--- config.mk ---
export PLATFORM = sky130hd
export DESIGN_NAME = prog_loader
export DESIGN_NICKNAME = d
export VERILOG_FILES = /design/src/rtl/prog_loader.sv
export SDC_FILE = /design/constraint.sdc
export NUM_CORES = 1
export LEC_CHECK = 0
export BUFFER_PORTS_ARGS = -buffer_cell sky130_fd_sc_hd__buf_2
export CORE_UTILIZATION = 50
export DETAILED_ROUTE_END_ITERATION = 8
export PLACE_DENSITY_LB_ADDON = 0.15
export SETUP_SLACK_MARGIN = 0.02
export SLEW_MARGIN = 10
export SYNTH_ARGS = -nofsm -noshare
export SYNTH_HDL_FRONTEND = slang
export SYNTH_SLANG_ARGS = --single-unit
--- constraint.sdc ---
create_clock -name clk -period 2.9 [get_ports clk]
set_input_delay 0.58 -clock clk [delete_from_list [all_inputs] [get_ports clk]]
set_output_delay 0.58 -clock clk [all_outputs]
set_load 0.01 [all_outputs]
--- src/rtl/prog_loader.sv ---
// Program-load stage: assembles little-endian 32-bit words from a byte stream,
// writes them into the core's memory load port, then pulses the core's start.
module prog_loader #(
  parameter int ADDR_W = 5
) (
  input  logic              clk,
  input  logic              rst,
  input  logic              load_req,
  input  logic [ADDR_W:0]   nwords,
  input  logic              byte_valid,
  input  logic [7:0]        byte_data,
  output logic              byte_ready,
  output logic              memwe,
  output logic [31:0]       memin,
  output logic [ADDR_W-1:0] memaddr,
  output logic              start,
  output logic              busy,
  output logic              done
);

  typedef enum logic [1:0] {
    IDLE  = 2'd0,
    RECV  = 2'd1,
    WRITE = 2'd2,
    START = 2'd3
  } state_t;

  localparam logic [ADDR_W:0] DEPTH = {1'b1, {ADDR_W{1'b0}}};
  localparam logic [ADDR_W:0] ONE_W = {{ADDR_W{1'b0}}, 1'b1};

  state_t              state_q, state_d;
  logic [ADDR_W:0]     cnt_q, cnt_d;
  logic [ADDR_W-1:0]   idx_q, idx_d;
  logic [1:0]          bsel_q, bsel_d;
  logic [31:0]         word_q, word_d;
  logic [31:0]         memin_q, memin_d;
  logic [ADDR_W-1:0]   memaddr_q, memaddr_d;
  logic                done_q, done_d;
  logic                last_word;

  assign last_word  = ({1'b0, idx_q} == (cnt_q - ONE_W));
  assign byte_ready = (state_q == RECV);
  assign memwe      = (state_q == WRITE);
  assign start      = (state_q == START);
  assign busy       = (state_q != IDLE);
  assign done       = done_q;
  assign memin      = memin_q;
  assign memaddr    = memaddr_q;

  always_comb begin
    state_d   = state_q;
    cnt_d     = cnt_q;
    idx_d     = idx_q;
    bsel_d    = bsel_q;
    word_d    = word_q;
    memin_d   = memin_q;
    memaddr_d = memaddr_q;
    done_d    = done_q;

    case (state_q)
      IDLE: begin
        if (load_req) begin
          // Zero and anything beyond the memory depth both mean "fill it all".
          cnt_d   = ((nwords == '0) || (nwords > DEPTH)) ? DEPTH : nwords;
          idx_d   = '0;
          bsel_d  = '0;
          done_d  = 1'b0;
          state_d = RECV;
        end
      end
      RECV: begin
        if (byte_valid && byte_ready) begin
          word_d[8*bsel_q +: 8] = byte_data;
          bsel_d                = bsel_q + 2'd1;
          if (bsel_q == 2'd3) begin
            // Load the output registers now so they are valid during WRITE.
            memin_d   = word_d;
            memaddr_d = idx_q;
            state_d   = WRITE;
          end
        end
      end
      WRITE: begin
        if (last_word) begin
          state_d = START;
        end else begin
          idx_d   = idx_q + {{(ADDR_W-1){1'b0}}, 1'b1};
          state_d = RECV;
        end
      end
      START: begin
        done_d  = 1'b1;
        state_d = IDLE;
      end
      default: state_d = IDLE;
    endcase
  end

  always_ff @(posedge clk) begin
    if (rst) begin
      state_q   <= IDLE;
      cnt_q     <= '0;
      idx_q     <= '0;
      bsel_q    <= '0;
      word_q    <= '0;
      memin_q   <= '0;
      memaddr_q <= '0;
      done_q    <= 1'b0;
    end else begin
      state_q   <= state_d;
      cnt_q     <= cnt_d;
      idx_q     <= idx_d;
      bsel_q    <= bsel_d;
      word_q    <= word_d;
      memin_q   <= memin_d;
      memaddr_q <= memaddr_d;
      done_q    <= done_d;
    end
  end

endmodule

==> results.sh, run 1 <==
export IMPL_outcome="completed"
export IMPL_criticalPathCategory="reg2reg"
export IMPL_cts_buffer_depth=2
export IMPL_die_x_um=88.2
export IMPL_wl_mm=8.36
export IMPL_clk_pin_slew_ns=0.09
export IMPL_cts_tree="built"
export IMPL_period_needed_ns=2.17
export IMPL_fin_hold_ws_ns=0.464
export IMPL_p_sw_mw=0.602
export IMPL_grt_pass1_wl_mm=13.3
export IMPL_netlist_area_sq_um=3720
export IMPL_synth_simple_gate_area_share_pct=23.1
export IMPL_crit_fanout=6
export IMPL_met3_usage_pct=3.17
export IMPL_pwr_share_comb_pct=9.6
export IMPL_drcViolationCount=0
export IMPL_ys_seq_elements=85
export IMPL_cp_arrival_ns=2.42
export IMPL_rsz0062_at_grt="no"
export IMPL_dieArea_sq_um=7790
export IMPL_whs_path_depth=2
export IMPL_antenna_found_initial=0
export IMPL_gr_usage_all_layers_pct=22.1
export IMPL_drt_vias_per_instance=5.37
export IMPL_p_leak_nw=1.64
export IMPL_rows=31
export IMPL_hpwl_mm=5.62
export IMPL_clock_skew_ns=0.0104
export IMPL_cts_resized=0
export IMPL_syn_inst=430
export IMPL_grt_start_max_net_pins=44
export IMPL_syn_to_final_growth_pct=14.7
export IMPL_syn_nets=456
export IMPL_hold_class="reg2reg"
export IMPL_cts_sinks=85
export IMPL_yosysSeqAreaShare_pct=45.8
export IMPL_power_density_nw_per_um2=537
export IMPL_synth_largest_area_cell="dfxtp_1"
export IMPL_r2r_slack_ns=0.73
export IMPL_drv_cap=0
export IMPL_htreeDepth=3
export IMPL_top_usage_layer="met1"
export IMPL_ff2ff_path_depth=7
export IMPL_endpoint_kind="flip-flop"
export IMPL_hold_violations=0
export IMPL_synth_top_family_by_area="simple AND/OR/NAND/NOR gates"
export IMPL_yosys_top_cells_area="dfxtp_1 (46%), a211oi_1 (13%), nor2_1 (8.1%), a21oi_1 (6.1%), nor2b_1 (5.4%)"
export IMPL_dieHeight_um=88.2
export IMPL_grt_remaining_overflow=0
export IMPL_yosysMostFrequentCell="dfxtp_1"
export IMPL_synth_edf_count=0
export IMPL_maxSlewViolCount=0
export IMPL_portBuffers=59
export IMPL_worst_pin_slew_ns=0.753
export IMPL_io_pins=60
export IMPL_gp_congestion=0.843
export IMPL_r2r_start="cnt_q[0]$_SDFFE_PP0P_"
export IMPL_drive_above_1_share_pct=19.1
export IMPL_synth_top_area_share_pct=45.8
export IMPL_nFillCells=678
export IMPL_fin_crit_sh_pct=74.9
export IMPL_r2r_end="idx_q[2]$_SDFFE_PP0P_"
export IMPL_grt_pass1_vias=2639
export IMPL_antennaDiodeCount=0
export IMPL_cts_made_buffers=9
export IMPL_post_drt_wl_per_cell_um=14.4
export IMPL_synth_compound_area_share_pct=22.0
export IMPL_switching_share_pct=26.3
export IMPL_cp_data_required_time_ns=3.15
export IMPL_synthMuxAreaShare_pct=0.808
export IMPL_cts_hold_buf=0
export IMPL_pwr_share_clk_pct=37.0
export IMPL_worstHoldStart="memaddr[2]$_SDFFE_PP0P_"
export IMPL_ir_drop_mv=0.342
export IMPL_yosys_most_used_dff="dfxtp_1"
export IMPL_vias=3113
export IMPL_synthArstFlopShare_pct=0
export IMPL_cts_setup_buffers=0
export IMPL_cts_root_buf="clkbuf_8"
export IMPL_finalSetupViolations=0
export IMPL_nets=502
export IMPL_globalRouteMet1Util_pct=33.2
export IMPL_pwr_share_seq_pct=53.4
export IMPL_grt_use_met2_pct=31.7
export IMPL_ys_types=40
export IMPL_hold_end="memaddr[2]$_SDFFE_PP0P_"
export IMPL_dr_pass1_iters=4
export IMPL_intPower_mw=1.69
export IMPL_syn_area_per_cell_sq_um=8.65
export IMPL_antenna_left=0
export IMPL_start_util_pct=51.5
export IMPL_synthAdderAreaFrac_pct=2.69
export IMPL_dr_first_iter_drc_count=196
export IMPL_max_slew_margin_pct=49.4
export IMPL_fmax_mhz=460
export IMPL_coreArea_sq_um=7210
export IMPL_setup_tns_ns=0
export IMPL_critPathLaunchType="flip-flop"
export IMPL_synth_warnings=0
export IMPL_synth_commonest_cells="dfxtp_1 (85), nor2_1 (80), a211oi_1 (64)"
export IMPL_synth_xor_area_share_pct=1.18
export IMPL_clkLatencyLatePin_ns=0.35
[cell families (layout without fill, tap and decap cells)]
logic type | Yosys count | count (layout)
simple gates | 169 | 169
compound gates | 123 | 123
flops | 85 | 85
buf+inv | 37 | 88
fa+ha+maj | 8 | 8
xor+xnor | 5 | 5
mux | 3 | 3
[per-stage QoR]
stage / setup WS [ns] / power [mW] / instance area (sq um) / util, % / std cells
final: 0.728 / 2.29 / 4260 / 59.1 / 580
after global routing: 0.464 / 2.38 / 4260 / 59.1 / 580
after CTS: 0.711 / 2.30 / 4260 / 59.1 / 580
after detailed placement: 0.731 / 1.47 / 4060 / 56.3 / 564
after global placement: 0.786 / 1.46 / 4060 / 56.3 / 564
after floorplan: 1.01 / 1.40 / 3720 / - / 430
[sequential cells by signal, summed over array words and instances (netlist names)]
signal / flops
memin: 32
word_q: 32
cnt_q: 6
idx_q: 5
memaddr: 5
bsel_q: 2
state_q: 2
done: 1
[layer usage]
layer  part of all wire, %  vias up
li1                      -     1603
met1                    52     1434
met2                    43       64
met3                   3.3       12
met4                   1.8        0
met5                     0        -
[worst max path at each step]
stage	cells after the start	start	to	slack, ns
3_5_place_dp	7	cnt_q[0]$_SDFFE_PP0P_	idx_q[2]$_SDFFE_PP0P_	0.73
5_1_grt	7	cnt_q[0]$_SDFFE_PP0P_	idx_q[2]$_SDFFE_PP0P_	0.46
3_3_place_gp	7	cnt_q[0]$_SDFFE_PP0P_	idx_q[3]$_SDFFE_PP0P_	0.79
2_1_floorplan	7	cnt_q[0]$_SDFFE_PP0P_	idx_q[2]$_SDFFE_PP0P_	1.01
4_1_cts	7	cnt_q[0]$_SDFFE_PP0P_	idx_q[2]$_SDFFE_PP0P_	0.71
6_report	7	cnt_q[0]$_SDFFE_PP0P_	idx_q[2]$_SDFFE_PP0P_	0.73
[critical path, cell delays in order, from the launching register on]
cell	delay, ns
dfxtp_1	0.40
inv_1	0.07
ha_1	0.24
nand2b_1	0.17
o211a_1	0.13
o31ai_1	0.62
a21oi_1	0.26
o2bb2ai_1	0.18
[cell type report]
| class | instances | area, sq um | share of cell area (%) |
|---|---|---|---|
| inverter | 6 | 22.5 | 0.528 |
| multi-input combinational | 308 | 1860 | 43.5 |
| clock inverter | 7 | 76.3 | 1.79 |
| tap | 99 | 124 | 2.90 |
| clock buffer | 9 | 124 | 2.90 |
| sequential | 85 | 1700 | 39.9 |
| timing repair buffer | 66 | 360 | 8.45 |
[cell usage in the layout, fill, tap and decap left out, drive strengths merged, types with 5 or more instances in the layout]
cell type	synthesis	routed
inv	6	6
dfxtp	85	85
buf	15	66
a21oi	46	46
a211oi	64	64
clkbuf	16	9
nor2	80	80
or2b	5	5
nor3b	5	5
nand2	16	16
ha	8	8
nor3	6	6
nor2b	32	32
[power by group through the flow]
stage	Clock (mW)	Sequential, mW	Combinational [mW]
floorplan	0	1.24	0.159
global placement	0	1.25	0.214
detailed placement	0	1.25	0.220
CTS	0.862	1.22	0.221
global route	0.909	1.23	0.246
finish	0.847	1.22	0.220
No activity file was read; power rests on OpenSTA's default activity.
==> run 2: changes to the inputs <==
==> constraint.sdc (replaced) <==
create_clock -name clk -period 1.8 [get_ports clk]
set_input_delay 0.36 -clock clk [delete_from_list [all_inputs] [get_ports clk]]
set_output_delay 0.36 -clock clk [all_outputs]
set_load 0.01 [all_outputs]
==> run 2 against run 1 <==
  * Utilization is 6.1 points higher
  * Total power is 89% higher
  * Die area stayed put
  * Highest routed layer unchanged
  * Final cell count is 3.1% higher
  * Clock power is 130% higher
  * Critical path type unchanged
==> results.sh, run 2 (synthesis results as in run 1) <==
export IMPL_outcome="completed"
export IMPL_r2r_slack_ns=0.04
export IMPL_place_ws_ns=-0.111
export IMPL_power_density_nw_per_um2=919
export IMPL_power_total_mw=4.32
export IMPL_antenna_found_initial=0
export IMPL_htreeDepth=3
export IMPL_worst_pin_slew_ns=0.411
export IMPL_grt_pass1_wl_mm=13.6
export IMPL_max_slew_margin_pct=72.6
export IMPL_post_drt_wl_per_cell_um=14.2
export IMPL_cts_sinks=85
export IMPL_timing_critical_path_cells="or4_4 -> o21ai_2 -> nor4b_4 -> buf_4 -> a21oi_4 -> o2bb2ai_1"
export IMPL_criticalPathCategory="reg2reg"
export IMPL_place_area_sq_um=4230
export IMPL_rows=31
export IMPL_cp_data_required_time_ns=2.04
export IMPL_syn_to_final_growth_pct=26.4
export IMPL_cts_tree="built"
export IMPL_hpwl_mm=5.59
export IMPL_maxSlewViolCount=0
export IMPL_gp_congestion=0.813
export IMPL_nFillCells=644
export IMPL_path_delay_family="simple AND/OR/NAND/NOR gates"
export IMPL_slowest_stage="or4_4"
export IMPL_dieArea_sq_um=7790
export IMPL_cp_arrival_ns=2.00
export IMPL_grt_pass1_vias=2839
export IMPL_nets=520
export IMPL_cts_made_buffers=9
export IMPL_drv_cap=0
export IMPL_dr_first_iter_drc_count=142
export IMPL_rsz0062_at_grt="yes"
export IMPL_post_route_util_pct=65.2
export IMPL_fin_crit_sh_pct=97.9
export IMPL_clkLatencyLatePin_ns=0.35
export IMPL_worst_path_buf_inv=1
export IMPL_gr_usage_all_layers_pct=22.6
export IMPL_cts_buffer_depth=2
export IMPL_layout_commonest_cell="dfxtp_1"
export IMPL_drt_vias_per_instance=5.37
export IMPL_dieHeight_um=88.2
export IMPL_portBuffers=59
export IMPL_drive_above_1_share_pct=26.7
export IMPL_critPathLaunchType="flip-flop"
export IMPL_start_util_pct=51.5
export IMPL_switching_share_pct=22.2
export IMPL_clk_pin_slew_ns=0.09
export IMPL_pwr_share_clk_pct=44.4
export IMPL_grt_remaining_overflow=0
export IMPL_vias=3213
export IMPL_antennaDiodeCount=0
export IMPL_die_x_um=88.2
export IMPL_cts_root_buf="clkbuf_8"
export IMPL_ir_drop_mv=0.602
export IMPL_io_pins=60
export IMPL_grt_start_max_net_pins=71
export IMPL_wl_mm=8.46
export IMPL_setup_ws_ns=0.0387
export IMPL_pwr_share_comb_pct=10.1
export IMPL_period_needed_ns=1.76
export IMPL_fmax_mhz=568
export IMPL_coreArea_sq_um=7210
export IMPL_slowest_delay_ns=0.56
export IMPL_drcViolationCount=0
export IMPL_finalSetupViolations=0
export IMPL_fin_area_sq_um=4700
export IMPL_clock_skew_ns=0.00825
export IMPL_p_leak_nw=1.83
export IMPL_pwr_share_seq_pct=45.5
export IMPL_crit_fanout=4
export IMPL_endpoint_kind="flip-flop"
export IMPL_layout_common_cells="dfxtp_1 (82), nor2_1 (80), a211oi_1 (60), buf_2 (59), a21oi_1 (43)"
export IMPL_hold_violations=0
export IMPL_antenna_left=0
export IMPL_intPower_mw=3.36
export IMPL_p_sw_mw=0.958
export IMPL_dr_pass1_iters=4
export IMPL_hold_class="in2reg"
[run 2: changes by cell type in the layout (fill, tap and decap cells not counted), moves of 3 or more]
cell       delta
bufinv_16     +4
a211oi_1      -4
buf_12        +4
dfxtp_2       +3
a221oi_1      -3
clkinv_4      -3
buf_4        +13
a211oi_2      +4
dfxtp_1       -3
[run 2: per-layer routing]
layer | track usage, % | routed length (um)
met1 | 31.4 | 4150
met2 | 35.0 | 3850
met3 | 3.54 | 307
met4 | 9.53 | 154
met5 | 0 | 0
[run 2: stage by stage]
step	setup TNS, ns	instances	hold WS (ns)
floorplan	0	430	0.465
global placement	-0.00157	579	0.440
detailed placement	-0.424	579	0.448
CTS	-0.0640	597	0.304
global route	-0.124	598	0.371
finish	0	598	0.332
[run 2: worst register-to-register path: cells and delay by family, from the launching register on]
family                 cells  cell delay, ns
AND/OR/NAND/NOR            2            0.82
flip-flops                 1            0.34
AO/OA/AOI/OAI              3            0.31
buffers and inverters      1            0.18
[run 2: power groups by stage]
stage	Clock, mW	Sequential (mW)	Combinational (mW)
after floorplan	0	2.00	0.259
after global placement	0	2.00	0.381
after detailed placement	0	2.00	0.388
after CTS	1.94	1.96	0.408
after global routing	2.02	1.97	0.487
final	1.92	1.96	0.438
[run 2: what timing repair did]
| action | CTS | global route |
|---|---|---|
| resized for setup | 12 | 16 |
| setup endpoints to repair | 5 | 44 |
| hold buffers | 0 | 0 |
| hold endpoints to repair | 0 | 0 |
| pin swaps | 7 | 12 |
| buffers inserted | 2 | 1 |
[run 2: layout make-up]
class / instances / area (sq um) / share of cell area (%)
Timing Repair Buffer: 84 / 549 / 11.7
Sequential cell: 85 / 1710 / 36.3
Clock buffer: 10 / 138 / 2.93
Tap cell: 99 / 124 / 2.64
Inverter: 6 / 22.5 / 0.479
Multi-Input combinational cell: 308 / 2000 / 42.6
Clock inverter: 6 / 158 / 3.35
[run 2: path summary, 6_finish.rpt]
| path | end | cells after the start | start |
|---|---|---|---|
| setup reg to reg | idx_q[4]$_SDFFE_PP0P_ | 6 | cnt_q[1]$_SDFFE_PP0P_ |
| hold reg to reg | memaddr[1]$_SDFFE_PP0P_ | 2 | memaddr[1]$_SDFFE_PP0P_ |
| setup / recovery | idx_q[4]$_SDFFE_PP0P_ | 6 | cnt_q[1]$_SDFFE_PP0P_ |
| hold / removal | state_q[0]$_SDFFE_PP0P_ | 4 | byte_valid |
==> run 3: changes to the inputs <==
--- a/config.mk
+++ b/config.mk
@@ -8,7 +8,7 @@
 export BUFFER_PORTS_ARGS = -buffer_cell sky130_fd_sc_hd__buf_2
 export CORE_UTILIZATION = 50
 export DETAILED_ROUTE_END_ITERATION = 8
-export PLACE_DENSITY_LB_ADDON = 0.15
+export PLACE_DENSITY = 0.78
 export SETUP_SLACK_MARGIN = 0.02
 export SLEW_MARGIN = 10
 export SYNTH_ARGS = -nofsm -noshare
==> run 3 against run 2 <==
  * The run now ends with design-rule violations left
  * Clock power decreased by 35%
  * Sequential share of layout area increased by 0.90 points
  * Global-route usage rose by 1.3 points
  * Critical path type unchanged
  * Flip-flop and latch count unchanged
  * Clock-buffer cell count unchanged
  * Largest cell class unchanged
  * Via count rose by 1.1%
  * Hold slack got worse by 0.0090 ns
==> results.sh, run 3 (synthesis results as in run 1) <==
export IMPL_drcViolationCount=2
export IMPL_cts_buffer_depth=2
export IMPL_ir_drop_mv=0.450
export IMPL_failed_checks="design-rule violations"
export IMPL_syn_to_final_growth_pct=23.5
export IMPL_cp_data_required_time_ns=2.06
export IMPL_drt_vias_per_instance=5.40
export IMPL_die_x_um=88.2
export IMPL_crit_fanout=6
export IMPL_post_drt_wl_per_cell_um=14.5
export IMPL_cts_made_buffers=9
export IMPL_dr_pass1_iters=6
export IMPL_portBuffers=59
export IMPL_dieHeight_um=88.2
export IMPL_layout_commonest_cell="dfxtp_1"
export IMPL_fin_hold_ws_ns=0.323
export IMPL_endpoint_kind="flip-flop"
export IMPL_io_pins=60
export IMPL_place_area_sq_um=4240
export IMPL_hold_class="in2reg"
export IMPL_criticalPathCategory="reg2reg"
export IMPL_drv_cap=0
export IMPL_p_leak_nw=1.79
export IMPL_hold_violations=0
export IMPL_antenna_found_initial=0
export IMPL_clkLatencyLatePin_ns=0.37
export IMPL_power_total_mw=3.65
export IMPL_setup_tns_ns=0
export IMPL_wl_mm=8.74
export IMPL_fin_crit_sh_pct=99.7
export IMPL_outcome="finished with violations"
export IMPL_cts_tree="built"
export IMPL_antennaDiodeCount=0
export IMPL_rows=31
export IMPL_dr_first_iter_drc_count=147
export IMPL_fmax_mhz=557
export IMPL_rsz0062_at_grt="yes"
export IMPL_cts_hold_buf=0
export IMPL_nets=523
export IMPL_critPathLaunchType="flip-flop"
export IMPL_drive_above_1_share_pct=26.9
export IMPL_period_needed_ns=1.80
export IMPL_cp_arrival_ns=2.05
export IMPL_antenna_left=0
export IMPL_gp_congestion=0.882
export IMPL_grt_start_max_net_pins=60
export IMPL_dieArea_sq_um=7790
export IMPL_vias=3248
export IMPL_clock_skew_ns=0.0103
export IMPL_clk_pin_slew_ns=0.09
export IMPL_power_density_nw_per_um2=795
export IMPL_finalSetupViolations=0
export IMPL_max_slew_margin_pct=75.1
export IMPL_cts_root_buf="clkbuf_8"
export IMPL_grt_pass1_wl_mm=14.1
export IMPL_coreArea_sq_um=7210
export IMPL_grt_remaining_overflow=0
export IMPL_gr_usage_all_layers_pct=23.9
export IMPL_grt_pass1_vias=2890
export IMPL_maxSlewViolCount=0
export IMPL_hpwl_mm=5.78
export IMPL_fin_area_sq_um=4590
export IMPL_htreeDepth=3
export IMPL_layout_common_cells="dfxtp_1 (81), nor2_1 (80), a211oi_1 (63), buf_2 (59), a21oi_1 (43)"
export IMPL_worst_pin_slew_ns=0.373
export IMPL_cts_sinks=85
export IMPL_start_util_pct=51.5
run 3: report_power, final:
group,switching (mW),internal [mW]
clock network,0.728,0.516
registers,0.0344,1.94
logic,0.250,0.188
run 3: layout make-up:
type | count | area, sq um
inverter | 6 | 22.5
sequential | 85 | 1710
multi-input combinational | 308 | 1990
timing repair buffer | 87 | 576
tap | 99 | 124
fill | 631 | 2620
clock buffer | 10 | 128
clock inverter | 6 | 46.3
run 3: repair_timing:
item | 4_1_cts | 5_1_grt
endpoints found under the setup margin | 7 | 42
pin swaps | 6 | 6
gates resized for setup | 17 | 11
hold endpoints to repair | 0 | 0
setup buffers | 6 | 0
run 3: metal layers:
layer | share of wire, % | wire length, um | GRT usage [%] | vias to the layer above
met3 | 3.6 | 317 | 5.22 | 19
met1 | 48 | 4160 | 32.4 | 1513
met4 | 2.8 | 247 | 12.2 | 0
met2 | 46 | 4010 | 35.8 | 69
met5 | 0 | 0 | 0 | -
li1 | - | - | - | 1647
run 3: worst paths after layout:
check / from / to / slack (ns) / cells after the start
worst min register to register: memaddr[0]$_SDFFE_PP0P_ / memaddr[0]$_SDFFE_PP0P_ / 0.46 / 2
worst max-delay path: cnt_q[0]$_SDFFE_PP0P_ / idx_q[2]$_SDFFE_PP0P_ / 0.005 / 6
worst min-delay path: rst / done$_SDFFE_PP0P_ / 0.32 / 2
worst max register to register: cnt_q[0]$_SDFFE_PP0P_ / idx_q[2]$_SDFFE_PP0P_ / 0.005 / 6
run 3: critical path, cell delays in order, from the launching register on:
cell	delay, ns
dfxtp_2	0.34
or4_4	0.55
nor3_4	0.17
nor4b_4	0.07
buf_6	0.15
a221oi_4	0.32
o2bb2ai_1	0.09
run 3: per-stage QoR:
step	cells	utilization (%)	setup WS, ns
detailed placement	579	58.7	-0.196
CTS	601	63.0	-0.0214
finish	601	63.6	0.00477
global placement	579	58.7	-0.0111
floorplan	430	-	0.0297
global route	601	63.6	-0.0540
